`src/rtl/npu_mem_sequencer_pkg.sv`:
```
// -----------------------------------------------------------------------------
// npu_mem_sequencer_pkg
//   Shared types and constants for the NPU memory sequencer:
//     - phase_e : top-level inference phases
//     - step_e  : per-word copy steps (RD -> RWAIT -> WR)
//     - NPU core window map (base + per-memory start/depth, bytes)
//     - per-phase word counts derived from the window depths
//     - DataMem legal range and a helper that tests a byte span against it
// -----------------------------------------------------------------------------
package npu_mem_sequencer_pkg;

  typedef enum logic [2:0] {
    PH_IDLE,
    PH_LOAD_I,
    PH_LOAD_W,
    PH_LOAD_B,
    PH_KICK,
    PH_WAIT_NPU,
    PH_STORE_O,
    PH_DONE
  } phase_e;

  typedef enum logic [1:0] {
    ST_IDLE,
    ST_RD,
    ST_RWAIT,
    ST_WR
  } step_e;

  localparam int unsigned CNT_W = 16;

  // NPU core windows (byte offsets from NPU_BASE)
  localparam logic [31:0] NPU_BASE        = 32'h8200_0000;
  localparam logic [31:0] NPU_IMEM_START  = 32'h0000_0000;
  localparam logic [31:0] NPU_IMEM_DEPTH  = 32'h0000_3100;
  localparam logic [31:0] NPU_WMEM_START  = 32'h0000_3100;
  localparam logic [31:0] NPU_WMEM_DEPTH  = 32'h0000_3100;
  localparam logic [31:0] NPU_BMEM_START  = 32'h0000_6200;
  localparam logic [31:0] NPU_BMEM_DEPTH  = 32'h0000_0080;
  localparam logic [31:0] NPU_OMEM_START  = 32'h0000_6280;
  localparam logic [31:0] NPU_OMEM_DEPTH  = 32'h0000_2000;

  // The external image is I|W|B packed back to back, so its offsets match the
  // window start offsets above.
  localparam logic [31:0] IMG_BYTES  = NPU_IMEM_DEPTH + NPU_WMEM_DEPTH + NPU_BMEM_DEPTH;
  localparam logic [31:0] OMEM_BYTES = NPU_OMEM_DEPTH;

  localparam logic [CNT_W-1:0] WORDS_I = CNT_W'(NPU_IMEM_DEPTH >> 2);
  localparam logic [CNT_W-1:0] WORDS_W = CNT_W'(NPU_WMEM_DEPTH >> 2);
  localparam logic [CNT_W-1:0] WORDS_B = CNT_W'(NPU_BMEM_DEPTH >> 2);
  localparam logic [CNT_W-1:0] WORDS_O = CNT_W'(NPU_OMEM_DEPTH >> 2);

  // DataMem region, [lo, hi)
  localparam logic [31:0] DMEM_LO = 32'h0000_4000;
  localparam logic [31:0] DMEM_HI = 32'h01E5_7478;

  // True when [base, base+len) lies fully inside DataMem. Evaluated in 64 bits
  // so a span that wraps the address space can never look legal.
  function automatic logic in_dmem(input logic [63:0] base, input logic [63:0] len);
    return (base >= 64'(DMEM_LO)) && ((base + len) <= 64'(DMEM_HI));
  endfunction

endpackage

```
`src/rtl/npu_mem_sequencer_copy_engine.sv`:
```
// -----------------------------------------------------------------------------
// npu_mem_sequencer_copy_engine
//   Word-by-word copier with one read channel and one write channel.
//   On go it loads src/dst/nwords and runs RD -> RWAIT -> WR per word, with at
//   most one read outstanding. last pulses in the cycle the final wr_gnt is
//   seen; a go in that same cycle chains straight into the next block.
// Ports
//   clk, rst              clock, synchronous active-high reset
//   go                    load src/dst/nwords and begin (engine idle or on last)
//   src, dst, nwords      byte addresses (+4 per word) and word count
//   last                  final word of the block accepted this cycle
//   rd_req/rd_addr        read request, held until rd_gnt
//   rd_gnt, rd_rvalid, rd_rdata   read accept and in-order read data
//   wr_req/wr_addr/wr_data        write request, held until wr_gnt
//   wr_gnt                write accept
// -----------------------------------------------------------------------------
module npu_mem_sequencer_copy_engine
  import npu_mem_sequencer_pkg::*;
#(
  parameter int DW = 32,
  parameter int AW = 32
) (
  input  logic             clk,
  input  logic             rst,
  input  logic             go,
  input  logic [AW-1:0]    src,
  input  logic [AW-1:0]    dst,
  input  logic [CNT_W-1:0] nwords,
  output logic             last,
  output logic             rd_req,
  output logic [AW-1:0]    rd_addr,
  input  logic             rd_gnt,
  input  logic             rd_rvalid,
  input  logic [DW-1:0]    rd_rdata,
  output logic             wr_req,
  output logic [AW-1:0]    wr_addr,
  output logic [DW-1:0]    wr_data,
  input  logic             wr_gnt
);

  step_e            r_step;
  step_e            w_step_nxt;
  logic [AW-1:0]    r_src;
  logic [AW-1:0]    r_dst;
  logic [DW-1:0]    r_data;
  logic [CNT_W-1:0] r_left;
  logic             w_last;
  logic             w_wr_acc;

  assign w_wr_acc = (r_step == ST_WR) && wr_gnt;
  // r_left counts the word currently in flight, so 1 means final word
  assign w_last   = w_wr_acc && (r_left == CNT_W'(1));

  always_ff @(posedge clk) begin
    if (rst) begin
      r_step <= ST_IDLE;
    end else begin
      r_step <= w_step_nxt;
    end
  end

  always_comb begin
    w_step_nxt = r_step;
    case (r_step)
      ST_IDLE:  w_step_nxt = ST_IDLE;
      ST_RD:    if (rd_gnt)    w_step_nxt = ST_RWAIT;
      // rd_rvalid only matters here; anywhere else it is dropped
      ST_RWAIT: if (rd_rvalid) w_step_nxt = ST_WR;
      ST_WR:    if (wr_gnt)    w_step_nxt = w_last ? ST_IDLE : ST_RD;
      default:  w_step_nxt = ST_IDLE;
    endcase
    if (go) w_step_nxt = ST_RD;
  end

  // Addresses, data and count are cleared on reset so every bus output is 0
  // straight after reset.
  always_ff @(posedge clk) begin
    if (rst) begin
      r_src  <= '0;
      r_dst  <= '0;
      r_data <= '0;
      r_left <= '0;
    end else if (go) begin
      r_src  <= src;
      r_dst  <= dst;
      r_left <= nwords;
    end else begin
      if ((r_step == ST_RWAIT) && rd_rvalid) r_data <= rd_rdata;
      if (w_wr_acc) begin
        r_src  <= r_src + AW'(4);
        r_dst  <= r_dst + AW'(4);
        r_left <= r_left - CNT_W'(1);
      end
    end
  end

  assign last    = w_last;
  assign rd_req  = (r_step == ST_RD);
  assign rd_addr = r_src;
  assign wr_req  = (r_step == ST_WR);
  assign wr_addr = r_dst;
  assign wr_data = r_data;

endmodule

```
`src/rtl/npu_mem_sequencer.sv`:
```
// -----------------------------------------------------------------------------
// npu_mem_sequencer
//   DMA-style sequencer for one NPU inference: copies the I/W/B image from
//   external DataMem into the NPU core windows, pulses npu_start, waits for
//   npu_done, then copies OMEM back out to DataMem. Single bus master.
// Optional feature
//   NPU_SEQ_RANGE_CHECK_EN : when defined, a start whose source image or OMEM
//   destination leaves DataMem is rejected with a 1-cycle err pulse. When not
//   defined, err is tied 0 and every start in IDLE is accepted.
// Ports
//   clk, rst                  clock, synchronous active-high reset
//   start                     1-cycle request, honoured only in IDLE
//   cfg_src_addr/cfg_dst_addr image source and OMEM destination (byte, low 2 bits ignored)
//   busy, done, err           status: busy until DONE exits, done/err pulses
//   npu_start, npu_done       NPU handshake
//   rd_req/rd_addr/rd_gnt/rd_rvalid/rd_rdata          read channel
//   wr_req/wr_addr/wr_data/wr_gnt                     write channel
// -----------------------------------------------------------------------------
module npu_mem_sequencer
  import npu_mem_sequencer_pkg::*;
#(
  parameter int DW = 32,
  parameter int AW = 32
) (
  input  logic          clk,
  input  logic          rst,
  input  logic          start,
  input  logic [AW-1:0] cfg_src_addr,
  input  logic [AW-1:0] cfg_dst_addr,
  output logic          busy,
  output logic          done,
  output logic          err,
  output logic          npu_start,
  input  logic          npu_done,
  output logic          rd_req,
  output logic [AW-1:0] rd_addr,
  input  logic          rd_gnt,
  input  logic          rd_rvalid,
  input  logic [DW-1:0] rd_rdata,
  output logic          wr_req,
  output logic [AW-1:0] wr_addr,
  output logic [DW-1:0] wr_data,
  input  logic          wr_gnt
);

  phase_e           r_phase;
  phase_e           w_phase_nxt;
  logic [AW-1:0]    r_cfg_src;
  logic [AW-1:0]    r_cfg_dst;
  logic [AW-1:0]    w_src_aln;
  logic [AW-1:0]    w_dst_aln;
  logic             w_start_ok;
  logic             w_start_acc;
  logic             w_go;
  logic [AW-1:0]    w_src;
  logic [AW-1:0]    w_dst;
  logic [CNT_W-1:0] w_nwords;
  logic             w_last;

  assign w_src_aln = cfg_src_addr & ~AW'(3);
  assign w_dst_aln = cfg_dst_addr & ~AW'(3);

`ifdef NPU_SEQ_RANGE_CHECK_EN
  logic r_err;

  assign w_start_ok = in_dmem(64'(w_src_aln), 64'(IMG_BYTES)) &&
                      in_dmem(64'(w_dst_aln), 64'(OMEM_BYTES));

  always_ff @(posedge clk) begin
    if (rst) begin
      r_err <= 1'b0;
    end else begin
      r_err <= (r_phase == PH_IDLE) && start && !w_start_ok;
    end
  end

  assign err = r_err;
`else
  assign w_start_ok = 1'b1;
  assign err        = 1'b0;
`endif

  assign w_start_acc = (r_phase == PH_IDLE) && start && w_start_ok;

  always_ff @(posedge clk) begin
    if (rst) begin
      r_phase <= PH_IDLE;
    end else begin
      r_phase <= w_phase_nxt;
    end
  end

  // cfg is captured only on an accepted start; later changes are invisible
  always_ff @(posedge clk) begin
    if (rst) begin
      r_cfg_src <= '0;
      r_cfg_dst <= '0;
    end else if (w_start_acc) begin
      r_cfg_src <= w_src_aln;
      r_cfg_dst <= w_dst_aln;
    end
  end

  // Phase sequencing. Copy blocks are chained by asserting go in the same
  // cycle as the engine's last, so the next rd_req follows with no gap. The
  // first block is launched from the live cfg inputs because the latch above
  // updates on the same edge.
  always_comb begin
    w_phase_nxt = r_phase;
    w_go        = 1'b0;
    w_src       = '0;
    w_dst       = '0;
    w_nwords    = '0;
    busy        = (r_phase != PH_IDLE);
    done        = 1'b0;
    npu_start   = 1'b0;
    case (r_phase)
      PH_IDLE: begin
        if (w_start_acc) begin
          w_phase_nxt = PH_LOAD_I;
          w_go        = 1'b1;
          w_src       = w_src_aln + AW'(NPU_IMEM_START);
          w_dst       = AW'(NPU_BASE + NPU_IMEM_START);
          w_nwords    = WORDS_I;
        end
      end
      PH_LOAD_I: begin
        if (w_last) begin
          w_phase_nxt = PH_LOAD_W;
          w_go        = 1'b1;
          w_src       = r_cfg_src + AW'(NPU_WMEM_START);
          w_dst       = AW'(NPU_BASE + NPU_WMEM_START);
          w_nwords    = WORDS_W;
        end
      end
      PH_LOAD_W: begin
        if (w_last) begin
          w_phase_nxt = PH_LOAD_B;
          w_go        = 1'b1;
          w_src       = r_cfg_src + AW'(NPU_BMEM_START);
          w_dst       = AW'(NPU_BASE + NPU_BMEM_START);
          w_nwords    = WORDS_B;
        end
      end
      PH_LOAD_B: begin
        if (w_last) w_phase_nxt = PH_KICK;
      end
      PH_KICK: begin
        // npu_done seen here is deliberately not looked at
        npu_start   = 1'b1;
        w_phase_nxt = PH_WAIT_NPU;
      end
      PH_WAIT_NPU: begin
        if (npu_done) begin
          w_phase_nxt = PH_STORE_O;
          w_go        = 1'b1;
          w_src       = AW'(NPU_BASE + NPU_OMEM_START);
          w_dst       = r_cfg_dst;
          w_nwords    = WORDS_O;
        end
      end
      PH_STORE_O: begin
        if (w_last) w_phase_nxt = PH_DONE;
      end
      PH_DONE: begin
        done        = 1'b1;
        w_phase_nxt = PH_IDLE;
      end
      default: w_phase_nxt = PH_IDLE;
    endcase
  end

  npu_mem_sequencer_copy_engine #(
    .DW (DW),
    .AW (AW)
  ) u_copy (
    .clk       (clk),
    .rst       (rst),
    .go        (w_go),
    .src       (w_src),
    .dst       (w_dst),
    .nwords    (w_nwords),
    .last      (w_last),
    .rd_req    (rd_req),
    .rd_addr   (rd_addr),
    .rd_gnt    (rd_gnt),
    .rd_rvalid (rd_rvalid),
    .rd_rdata  (rd_rdata),
    .wr_req    (wr_req),
    .wr_addr   (wr_addr),
    .wr_data   (wr_data),
    .wr_gnt    (wr_gnt)
  );

endmodule

```
`config.mk`:
```
export PLATFORM = sky130hd
export DESIGN_NAME = npu_mem_sequencer
export DESIGN_NICKNAME = d
export VERILOG_FILES = /design/src/rtl/npu_mem_sequencer_pkg.sv /design/src/rtl/npu_mem_sequencer_copy_engine.sv /design/src/rtl/npu_mem_sequencer.sv
export SDC_FILE = /design/constraint.sdc
export NUM_CORES = 1
export LEC_CHECK = 0
export ABC_AREA = 0
export CORE_AREA = 2 2 125 187
export CTS_BUF_LIST = sky130_fd_sc_hd__clkbuf_16
export DETAILED_ROUTE_END_ITERATION = 12
export DIE_AREA = 0 0 127 189
export PLACE_DENSITY = 0.73
export SYNTH_ARGS = -nofsm -noshare
export SYNTH_HDL_FRONTEND = slang
export SYNTH_SLANG_ARGS = --single-unit
```
`constraint.sdc`:
```
create_clock -name clk -period 3.1 [get_ports clk]
set_input_delay 0.465 -clock clk [delete_from_list [all_inputs] [get_ports clk]]
set_output_delay 0.465 -clock clk [all_outputs]
set_load 0.005 [all_outputs]
```
==> results of run 1 <==
-- metal layers --
metal | vias to the layer above | wire, um | track usage (%) | part of all wire (%)
li1 | 4630 | - | - | -
met1 | 4514 | 11900 | 28.9 | 39
met2 | 408 | 15600 | 44.3 | 51
met3 | 62 | 2080 | 5.62 | 6.7
met4 | 0 | 1220 | 12.6 | 4.0
met5 | - | 0 | 0 | 0
-- per-stage QoR --
stage	setup WS (ns)	instance area (um^2)	total power, mW	hold slack (ns)	util [%]
4_1_cts	0.276	12100	8.95	0.379	54.3
5_1_grt	0.0361	12100	9.42	0.392	54.3
2_1_floorplan	0.844	9260	5.25	0.432	-
3_3_place_gp	0.234	11500	6.47	0.437	51.4
3_5_place_dp	0.172	11500	6.54	0.444	51.4
6_report	0.282	12100	8.94	0.381	54.3
-- cell type report --
type	instances	area (um^2)	share of cell area, %
Clock buffer	17	425	3.52
Inverter	15	56.3	0.465
Tap cell	276	345	2.85
Multi-Input combinational cell	943	5370	44.4
Timing Repair Buffer	225	2220	18.4
Sequential cell	173	3460	28.6
Clock inverter	14	214	1.77
-- cells by family after synthesis --
family	after synthesis	share of synthesized area (%)
other	1	0.0406
buffers and inverters	100	4.71
muxes	6	0.690
xor gates and xnor gates	58	5.50
and+or+nand+nor	542	27.4
adders and majority gates	13	1.76
AOI/OAI and AO/OA	319	22.4
DFF	173	37.5
-- power by group --
group / internal, mW / switching, mW / leakage (nW)
Sequential: 2.69 / 0.617 / 1.41
Clock: 1.43 / 0.964 / 0.315
Combinational: 1.49 / 1.74 / 2.49
-- flip-flops by register name, summed over array words and instances (netlist names) --
register        flops
r_cfg_dst          30
r_cfg_src          30
r_phase             3
u_copy.r_left      16
u_copy.r_step       2
u_copy.rd_addr     30
u_copy.wr_addr     30
u_copy.wr_data     32
-- final timing paths --
kind | start | end | cells after the start
worst max-delay path | r_phase[0]$_SDFFE_PP0P_ | u_copy.wr_data[17]$_SDFFE_PP0P_ | 9
worst min-delay path | rst | u_copy.wr_data[14]$_SDFFE_PP0P_ | 2
worst max register to register | r_phase[0]$_SDFFE_PP0P_ | u_copy.wr_data[17]$_SDFFE_PP0P_ | 9
worst min register to register | r_cfg_dst[14]$_SDFFE_PP0N_ | r_cfg_dst[14]$_SDFFE_PP0N_ | 2
-- cells in the final DEF, fill, tap and decap left out, types with 13 or more instances in the layout --
cell and instances:
sky130_fd_sc_hd__nand3_1 56, sky130_fd_sc_hd__clkbuf_16 17, sky130_fd_sc_hd__xor2_1 30, sky130_fd_sc_hd__nand2_1 258, sky130_fd_sc_hd__o21ai_0 26, sky130_fd_sc_hd__buf_4 27
sky130_fd_sc_hd__nand4_1 25, sky130_fd_sc_hd__and3_1 19, sky130_fd_sc_hd__a21oi_1 157, sky130_fd_sc_hd__clkdlybuf4s50_1 194, sky130_fd_sc_hd__a211oi_1 31, sky130_fd_sc_hd__xnor2_1 28
sky130_fd_sc_hd__inv_1 15, sky130_fd_sc_hd__ha_1 13, sky130_fd_sc_hd__dfxtp_1 173, sky130_fd_sc_hd__nor2_1 86, sky130_fd_sc_hd__nor3_1 36
==> key figures, run 1 <==
Outcome
  – Outcome: completed

Clock tree
  – CTS Buf Count: 17
  – CTS root buffer: sky130_fd_sc_hd__clkbuf_16
  – Number of levels in the clock H-tree: 4
  – Setup Fix Bufs, Post-CTS: 0
  – Number of clock sinks: 173
  – Buffer levels on the longest clock path: 2
  – Number of hold buffers added after cts: 0
  – Clock-pin slew on the worst setup and hold paths: 0.07 ns
  – Clock tree from TritonCTS: yes
  – Clock insertion delay at the later pin of the skew report: 0.44 ns
  – Resize count post-CTS: 0

Floorplanning
  – I/O pins: 205
  – Standard-cell rows: 67
  – Width of the die: 127 um
  – Starting Density: 41.5%
  – Total core area: 22,300 um^2
  – Total Die Area: 24,000 um^2
  – Die outline height: 189 um

Detailed routing
  – Final ANT Viol Nets: 0
  – Total iterations of the first detailed-routing run: 6
  – Average wire length per cell after detail routing: 18.5 um
  – Vias: 9,614
  – Total wirelength of the detailed-routed design: 30.8 mm
  – Post-detailed-route DRC marker count: 0
  – Per-cell via count in the routed design: 5.78
  – Violation count after the first detailed-route iteration: 753

Global route
  – Global Route Usage Sum: 25.3%
  – Number of antenna violations at the first check in global routing: 0
  – Maximum number of pins on one net before global-route repair: 104
  – Global-route wire length before repair: 48.3 mm
  – Vias in the first global route: 8,996
  – Global-route congestion overflow total: 0

Yosys
  – Synth Area per Inst: 7.63 um^2
  – Top cell types by occurrence after synthesis: 258 x sky130_fd_sc_hd__nand2_1, 173 x sky130_fd_sc_hd__dfxtp_1, 157 x sky130_fd_sc_hd__a21oi_1
  – Cell taking the most area after synthesis: sky130_fd_sc_hd__dfxtp_1
  – Top cells by area, synth: sky130_fd_sc_hd__dfxtp_1 37%, sky130_fd_sc_hd__nand2_1 10%, sky130_fd_sc_hd__a21oi_1 8.5%
  – EDFF count, synth: 0
  – Area share of the largest cell type after synthesis: 37.5%
  – Most used flip-flop cell after synthesis: sky130_fd_sc_hd__dfxtp_1
  – Yosys warning count: 0
  – Cell with the most instances after synthesis: sky130_fd_sc_hd__nand2_1
  – Number of library cell types mapped by synthesis: 82
  – Synthesized instance count: 1,212
  – Post-synthesis register bit count: 173
  – Share of synthesized flip-flops with an asynchronous set or reset: 0%
  – Fraction of the yosys area taken by sequential cells: 37.5%
  – Area of the mapped netlist: 9240 um^2

Min path
  – Kind of path behind the tightest hold check: input port to flop

Layout
  – Count of fill cells added during filler insertion: 2,140
  – Layout cell share with drive strength beyond 1: 6.34%
  – Total inserted antenna cells: 0
  – Total Nets Final: 1,491
  – Layout Area Growth over Synthesis: 30.9%
  – Final Instance Count excl. Fillers: 1,663

Worst setup path
  – Kind of end point of the critical path: flop
  – Worst path top cell family by delay: compound AO/OA/AOI/OAI gates
  – Required time of the critical path: 3.48 ns
  – Category of the most critical setup path: flop to flop
  – Crit-path max FO: 32
  – Startpoint type of the worst setup path: flop
  – Ordered cell list for the critical path: inv_1, ha_1, and3b_2, o21ai_2, o31a_2, and3_1, buf_4, nand2_1, a21oi_1
  – R2R setup slack: 0.28 ns
  – Cell at the slowest stage of the critical path: sky130_fd_sc_hd__o31a_2
  – Max stage delay on crit path: 0.52 ns
  – Buf/Inv on CP: 2
  – Arrival time of the worst setup path: 3.19 ns

STA
  – RSZ-0062 raised after global routing: false
  – Count of pins over their slew limit: 0
  – Setup-violating endpoint count in the final report: 0
  – Total Negative Setup Slacks: 0 ns
  – Fin crit share: 90.9%
  – Least-Margin Pin Slew: 0.725 ns
  – Headroom to the max-slew limit: 51.7%
  – Final critical path time including I/O delays and setup: 2.82 ns
  – Top achievable clock speed: 355 MHz
  – Count of final hold-check violations: 0
  – Clock skew: 0.00872 ns

Placed design
  – Gpl congestion: 0.951
  – Port Buffers: 195
  – Hpwl dp: 21.9 mm
  – Number of cells in the design after placement: 1,632

Power and ir drop
  – Leak Pwr: 4.22 nW
  – P per Cell Area: 739 nW/um^2
  – Peak supply drop: 506 uV

Job
  – Count of maximum capacitance violations: 0
Power figures use the tool's default switching activity.
==> run 2, diff against run 1 <==
--- a/config.mk
+++ b/config.mk
@@ -6,11 +6,12 @@
 export NUM_CORES = 1
 export LEC_CHECK = 0
 export ABC_AREA = 0
-export CORE_AREA = 2 2 125 187
+export CORE_AREA = 2 2 164 246
 export CTS_BUF_LIST = sky130_fd_sc_hd__clkbuf_16
 export DETAILED_ROUTE_END_ITERATION = 12
-export DIE_AREA = 0 0 127 189
-export PLACE_DENSITY = 0.73
+export DIE_AREA = 0 0 166 248
+export PLACE_DENSITY = 0.51
+export SETUP_SLACK_MARGIN = 0.02
 export SYNTH_ARGS = -nofsm -noshare
 export SYNTH_HDL_FRONTEND = slang
 export SYNTH_SLANG_ARGS = --single-unit
==> constraint.sdc (replaced) <==
create_clock -name clk -period 2.3 [get_ports clk]
set_input_delay 0.345 -clock clk [delete_from_list [all_inputs] [get_ports clk]]
set_output_delay 0.345 -clock clk [all_outputs]
set_load 0.005 [all_outputs]
==> run 2 against run 1 <==
Effect of this change: register-to-register slack got worse by 0.16 ns; die area rose by 72%; critical endpoint is now u_copy.rd_addr[18]$_SDFFE_PP0P_; wire length rose by 14%; maximum frequency rose by 29%; sequential cell count did not move; largest power group is now combinational cells; non-clock buffer count rose by 133; setup slack got worse by 0.16 ns; design area rose by 12%; final cell count rose by 22%.
==> key figures, run 2 (synthesis results as in run 1) <==
Outcome
  – Outcome: completed

STA
  – Total Negative Setup Slacks: 0 ns (unchanged)
  – Headroom to the max-slew limit: 62.0% (+10 points)
  – Final critical path time including I/O delays and setup: 2.18 ns (-0.641 ns)
  – Least-Margin Pin Slew: 0.569 ns (-0.155 ns)
  – Clock skew: 0.0189 ns (+0.0102 ns)
  – Top achievable clock speed: 459 MHz (+29%)
  – Count of pins over their slew limit: 0 (unchanged)
  – Fin crit share: 94.7% (+3.7 points)
  – RSZ-0062 raised after global routing: true
  – Setup-violating endpoint count in the final report: 0 (unchanged)
  – Count of final hold-check violations: 0 (unchanged)

Clock tree
  – Clock insertion delay at the later pin of the skew report: 0.46 ns (+0.02 ns)
  – Clock tree from TritonCTS: yes
  – CTS Buf Count: 17 (unchanged)
  – Number of clock sinks: 173 (unchanged)
  – Number of levels in the clock H-tree: 4 (unchanged)
  – Clock-pin slew on the worst setup and hold paths: 0.07 ns (about the same)
  – Buffer levels on the longest clock path: 2 (unchanged)
  – CTS root buffer: sky130_fd_sc_hd__clkbuf_16

Floorplanning
  – I/O pins: 205 (unchanged)
  – Width of the die: 166 um (+31%)
  – Standard-cell rows: 89 (+33%)
  – Die outline height: 248 um (+31%)
  – Starting Density: 23.6% (-18 points)
  – Total Die Area: 41,200 um^2 (+72%)
  – Total core area: 39,100 um^2 (+75%)

Detailed routing
  – Post-detailed-route DRC marker count: 0 (unchanged)
  – Average wire length per cell after detail routing: 17.4 um (-5.9%)
  – Total iterations of the first detailed-routing run: 5 (-1)
  – Violation count after the first detailed-route iteration: 650 (-14%)
  – Vias: 10,007 (+4.1%)
  – Per-cell via count in the routed design: 4.95 (-14%)
  – Final ANT Viol Nets: 0 (unchanged)
  – Total wirelength of the detailed-routed design: 35.2 mm (+14%)

Power and ir drop
  – Logic pwr share: 44.1% (+8.0 points)
  – Leak Pwr: 4.92 nW (+17%)
  – Sequential power share: 32.9% (-4.1 points)
  – Clock share of power: 23.0% (-3.8 points)
  – Proportion of total power due to net switching: 37.8% (+0.66 points)
  – Net switching power: 4.91 mW (+48%)
  – Internal power summed over all cells: 8.07 mW (+44%)
  – Peak supply drop: 525 uV (+3.9%)
  – P per Cell Area: 958 nW/um^2 (+30%)

Worst setup path
  – Critical register-to-register path endpoint: u_copy.rd_addr[18]$_SDFFE_PP0P_
  – Max stage delay on crit path: 0.34 ns (-0.18 ns)
  – Crit-path max FO: 6 (-81%)
  – Length in cells of the worst reg-to-reg path: 10 (+1)
  – Cell at the slowest stage of the critical path: sky130_fd_sc_hd__dfxtp_1
  – Launching element of the worst setup path: u_copy.r_step[0]$_SDFFE_PP0P_
  – Startpoint type of the worst setup path: flop
  – End point of the critical path: u_copy.rd_addr[18]$_SDFFE_PP0P_
  – R2R setup slack: 0.12 ns (-0.16 ns)
  – Critical path's most frequent cell: sky130_fd_sc_hd__buf_4
  – Arrival time of the worst setup path: 2.54 ns (-0.65 ns)
  – Category of the most critical setup path: flop to flop
  – Beginning of the worst register-to-register path: u_copy.r_step[0]$_SDFFE_PP0P_
  – Kind of end point of the critical path: flop
  – Ordered cell list for the critical path: ha_2, nand4b_1, buf_4, nor2_1, buf_4, buf_4, nand3_4, o22a_1, mux2_2, a311oi_2
  – Required time of the critical path: 2.66 ns (-0.82 ns)

Placed design
  – Number of cells in the design after placement: 1,983 (+22%)
  – Gpl congestion: 0.872 (-8.4%)
  – Hpwl dp: 26.5 mm (+21%)
  – Port Buffers: 195 (unchanged)

Layout
  – Total Nets Final: 1,624 (+8.9%)
  – Layout cell share with drive strength beyond 1: 16.2% (+9.9 points)
  – Number of flip-flops in the largest register: 32 (unchanged)
  – Total inserted antenna cells: 0 (unchanged)
  – Most frequent standard cell in the layout excluding fill and tap cells: sky130_fd_sc_hd__nand2_1
  – Final Instance Count excl. Fillers: 2,021 (+22%)
  – Layout Area Growth over Synthesis: 46.6%
  – Highest-count cells in the layout ignoring fill and taps: 258 x sky130_fd_sc_hd__nand2_1, 193 x sky130_fd_sc_hd__clkdlybuf4s50_1, 171 x sky130_fd_sc_hd__dfxtp_1

Global route
  – Maximum number of pins on one net before global-route repair: 61 (-41%)
  – Global Route Usage Sum: 16.8% (-8.5 points)
  – Number of antenna violations at the first check in global routing: 0 (unchanged)
  – Global-route wire length before repair: 54.4 mm (+13%)
  – Vias in the first global route: 9,682 (+7.6%)
  – Global-route congestion overflow total: 0 (unchanged)

Job
  – Count of maximum capacitance violations: 0 (unchanged)

Min path
  – Worst min-delay path startpoint: rst
  – Kind of path behind the tightest hold check: input port to flop
[run 2: cell types whose count changed in the layout (fill, tap and decap cells not counted), sizes merged]
| cell | previous run | this run |
|---|---|---|
| clkinvlp | 0 | 2 |
| bufinv | 5 | 2 |
| clkdlybuf4s50 | 194 | 193 |
| clkinv | 4 | 6 |
| buf | 31 | 164 |
| dlymetal6s2s | 0 | 1 |
[run 2: cell type report]
class / instances / area [um^2]
timing repair buffer: 358 / 3320
inverter: 15 / 56.3
multi-input combinational: 943 / 5500
fill: 4137 / 25500
tap: 500 / 626
clock inverter: 15 / 159
sequential: 173 / 3470
clock buffer: 17 / 425
[run 2: worst min path at each step]
stage,endpoint,cells after the start
3_3_place_gp,u_copy.wr_data[30]$_SDFFE_PP0P_,2
5_1_grt,r_cfg_dst[28]$_SDFFE_PP0N_,2
4_1_cts,u_copy.wr_data[19]$_SDFFE_PP0P_,2
3_5_place_dp,r_cfg_src[2]$_SDFFE_PP0N_,2
6_report,u_copy.wr_data[19]$_SDFFE_PP0P_,2
2_1_floorplan,r_cfg_dst[14]$_SDFFE_PP0N_,2
[run 2: repair_timing]
item / CTS / global route
buffers inserted: 0 / 6
resized for setup: 9 / 30
pin swaps: 0 / 4
hold buffers: 0 / 0
setup endpoints to repair: 21 / 90
[run 2: power groups by stage]
stage	clock network (mW)	logic (mW)	registers (mW)
2_1_floorplan	0	2.81	4.26
3_3_place_gp	0	5.52	4.31
3_5_place_dp	0	5.54	4.32
4_1_cts	3.08	5.59	4.27
5_1_grt	3.17	6.25	4.37
6_report	2.99	5.72	4.27
[run 2: metrics by stage]
stage               hold slack, ns  utilization, %  total power, mW  setup WS (ns)  instance area (um^2)
floorplan                    0.432               -             7.07         0.0438                  9260
global placement             0.441            32.7             9.82         -0.458                 12800
detailed placement           0.447            32.7             9.86         -0.474                 12800
CTS                          0.366            34.2             12.9        0.00425                 13400
global route                 0.393            34.7             13.8        0.00776                 13600
finish                       0.383            34.7             13.0          0.123                 13600
[run 2: worst max-delay path, delay by kind of cell, from the launching register on]
| kind | cells | cell delay (ns) |
|---|---|---|
| buf+inv | 3 | 0.46 |
| fa+ha+maj | 1 | 0.22 |
| mux | 1 | 0.30 |
| flops | 1 | 0.34 |
| simple gates | 3 | 0.33 |
| compound gates | 2 | 0.45 |
[run 2: per-layer routing]
layer,share of wire [%],routed length (um),GRT usage (%)
met4,3.0,1060,6.73
met3,5.4,1910,3.87
met5,0,0,0
met1,40,14200,19.2
met2,51,18000,30.3
==> run 3, diff against run 2 <==
--- a/config.mk
+++ b/config.mk
@@ -6,11 +6,11 @@
 export NUM_CORES = 1
 export LEC_CHECK = 0
 export ABC_AREA = 0
-export CORE_AREA = 2 2 164 246
+export CORE_AREA = 2 2 119 179
 export CTS_BUF_LIST = sky130_fd_sc_hd__clkbuf_16
 export DETAILED_ROUTE_END_ITERATION = 12
-export DIE_AREA = 0 0 166 248
-export PLACE_DENSITY = 0.51
+export DIE_AREA = 0 0 121 181
+export PLACE_DENSITY = 0.82
 export SETUP_SLACK_MARGIN = 0.02
 export SYNTH_ARGS = -nofsm -noshare
 export SYNTH_HDL_FRONTEND = slang
==> run 3 against run 2 <==
Effect of this change: setup slack lost 0.066 ns; final cell count down 13%; design area down 2.6%; sequential share of layout area up 0.73 points; critical path type unchanged; critical endpoint is now u_copy.r_left[10]$_SDFFE_PP0P_; largest cell class unchanged.
==> key figures, run 3 (synthesis results as in run 1) <==
Outcome
  – Outcome: completed

STA
  – Least-Margin Pin Slew: 0.518 ns (-0.0512 ns)
  – Count of final hold-check violations: 0 (unchanged)
  – Fin crit share: 97.5% (+2.9 points)
  – Clock skew: 0.00775 ns (-0.0112 ns)
  – Setup-violating endpoint count in the final report: 0 (unchanged)
  – Count of pins over their slew limit: 0 (unchanged)
  – Final critical path time including I/O delays and setup: 2.24 ns (+0.0663 ns)
  – Headroom to the max-slew limit: 65.3% (+3.2 points)
  – RSZ-0062 raised after global routing: true
  – Top achievable clock speed: 446 MHz (-3.0%)

Clock tree
  – CTS Buf Count: 17 (unchanged)
  – Clock-pin slew on the worst setup and hold paths: 0.07 ns (about the same)
  – Clock tree from TritonCTS: yes
  – Buffer levels on the longest clock path: 2 (unchanged)
  – Number of hold buffers added after cts: 0 (unchanged)
  – Number of levels in the clock H-tree: 4 (unchanged)
  – CTS root buffer: sky130_fd_sc_hd__clkbuf_16
  – Clock insertion delay at the later pin of the skew report: 0.43 ns (-0.03 ns)
  – Number of clock sinks: 173 (unchanged)

Detailed routing
  – Final ANT Viol Nets: 0 (unchanged)
  – Average wire length per cell after detail routing: 18.3 um (+5.2%)
  – Per-cell via count in the routed design: 5.83 (+18%)
  – Vias: 10,288 (+2.8%)
  – Post-detailed-route DRC marker count: 0 (unchanged)
  – Total iterations of the first detailed-routing run: 7 (+2)
  – Total wirelength of the detailed-routed design: 32.4 mm (-8.2%)
  – Violation count after the first detailed-route iteration: 973 (+50%)

Placed design
  – Port Buffers: 195 (unchanged)
  – Gpl congestion: 1.01 (+15%)
  – Hpwl dp: 23.9 mm (-9.7%)
  – Number of cells in the design after placement: 1,727 (-13%)

Worst setup path
  – Required time of the critical path: 2.65 ns (about the same)
  – Crit-path max FO: 5 (-1)
  – Startpoint type of the worst setup path: flop
  – Critical path's most frequent cell: sky130_fd_sc_hd__buf_4
  – Length in cells of the worst reg-to-reg path: 8 (-2)
  – CP Depth: 8 (-2)
  – Kind of end point of the critical path: flop
  – Buf/Inv on CP: 2 (-1)
  – Arrival time of the worst setup path: 2.60 ns (+0.06 ns)
  – Max stage delay on crit path: 0.65 ns (+0.31 ns)
  – Worst path top cell family by delay: simple AND/OR/NAND/NOR gates
  – Category of the most critical setup path: flop to flop
  – Cell at the slowest stage of the critical path: sky130_fd_sc_hd__or4_1
  – Ordered cell list for the critical path: or4_1, nor3_4, nand3_1, buf_4, a21oi_4, buf_4, a21oi_1, nor3_1

Floorplanning
  – Standard-cell rows: 64 (-28%)
  – Total core area: 20,300 um^2 (-48%)
  – Starting Density: 45.6% (+22 points)
  – Die outline height: 181 um (-27%)
  – Width of the die: 121 um (-27%)
  – Total Die Area: 21,900 um^2 (-47%)
  – I/O pins: 205 (unchanged)

Power and ir drop
  – Peak supply drop: 639 uV (+22%)
  – Total design power: 13.0 mW (+0.24%)
  – Leak Pwr: 4.83 nW (-1.8%)
  – P per Cell Area: 986 nW/um^2 (+2.9%)

Global route
  – Global-route congestion overflow total: 0 (unchanged)
  – Met3 Track Usage GR: 6.28% (+2.4 points)
  – Most Used Layer, Global Route: met2
  – Maximum number of pins on one net before global-route repair: 60 (-1.6%)
  – Global Route Usage Sum: 29.2% (+12 points)
  – Global-route wire length before repair: 51.1 mm (-6.1%)
  – Number of antenna violations at the first check in global routing: 0 (unchanged)
  – Vias in the first global route: 10,070 (+4.0%)
  – GR Layer Usage met2: 51.1% (+21 points)
  – GR met1 Demand/Resource: 31.9% (+13 points)

Layout
  – Final design utilization: 65.2% (+30 points)
  – Most frequent standard cell in the layout excluding fill and tap cells: sky130_fd_sc_hd__nand2_1
  – Layout cell share with drive strength beyond 1: 15.9% (-0.37 points)
  – Final Instance Count excl. Fillers: 1,764 (-13%)
  – Total Nets Final: 1,604 (-1.2%)
  – Layout Area Growth over Synthesis: 42.8%
  – Highest-count cells in the layout ignoring fill and taps: 258 x sky130_fd_sc_hd__nand2_1, 194 x sky130_fd_sc_hd__clkdlybuf4s50_1, 168 x sky130_fd_sc_hd__dfxtp_1
  – Number of flip-flops in the largest register: 32 (unchanged)
  – Total inserted antenna cells: 0 (unchanged)

Min path
  – Hold-critical path depth: 2 (unchanged)
  – Kind of path behind the tightest hold check: input port to flop

Job
  – Count of maximum capacitance violations: 0 (unchanged)
run 3: final timing paths:
| path | from | to | slack (ns) |
|---|---|---|---|
| max | u_copy.r_left[2]$_SDFFE_PP0P_ | u_copy.r_left[10]$_SDFFE_PP0P_ | 0.06 |
| min | rst | u_copy.wr_data[7]$_SDFFE_PP0P_ | 0.33 |
| min reg2reg | u_copy.wr_data[9]$_SDFFE_PP0P_ | u_copy.wr_data[9]$_SDFFE_PP0P_ | 0.45 |
| max reg2reg | u_copy.r_left[2]$_SDFFE_PP0P_ | u_copy.r_left[10]$_SDFFE_PP0P_ | 0.06 |
run 3: repair_timing:
action                                  4_1_cts  5_1_grt
buffers inserted                              1        5
pin swaps                                     0        3
endpoints found under the setup margin       17       78
endpoints found under the hold margin         0        0
gates resized for setup                       6       51
run 3: report_power, final:
part	internal (mW)	total, mW	leakage (nW)	switching, mW
registers	3.64	4.32	1.41	0.681
clock network	1.73	3.03	0.300	1.30
logic	2.79	5.66	3.12	2.87
total	8.16	13.0	4.83	4.85
run 3: final cells by class:
cell class                 instances  area (um^2)
fill                            1649         7060
tap                              264          330
inverter                          15         56.3
multi-input combinational        943         5550
sequential                       173         3470
timing repair buffer             338         3180
clock inverter                    14          188
clock buffer                      17          425
run 3: stage by stage:
step / hold slack [ns] / setup WS [ns] / instance area (um^2) / setup TNS, ns
6_report: 0.332 / 0.0566 / 13200 / 0
5_1_grt: 0.326 / -0.102 / 13200 / -0.233
4_1_cts: 0.321 / 0.0105 / 13000 / 0
3_5_place_dp: 0.446 / -0.351 / 12300 / -18.43
3_3_place_gp: 0.441 / -0.231 / 12300 / -15.03
2_1_floorplan: 0.432 / 0.0438 / 9260 / 0
run 3: layer usage:
metal	share of wire, %	wire length, um	vias up
met2	51	16500	460
met5	0	0	-
met4	6.3	2040	0
met1	36	11800	4857
met3	6.5	2100	114
li1	-	-	4857
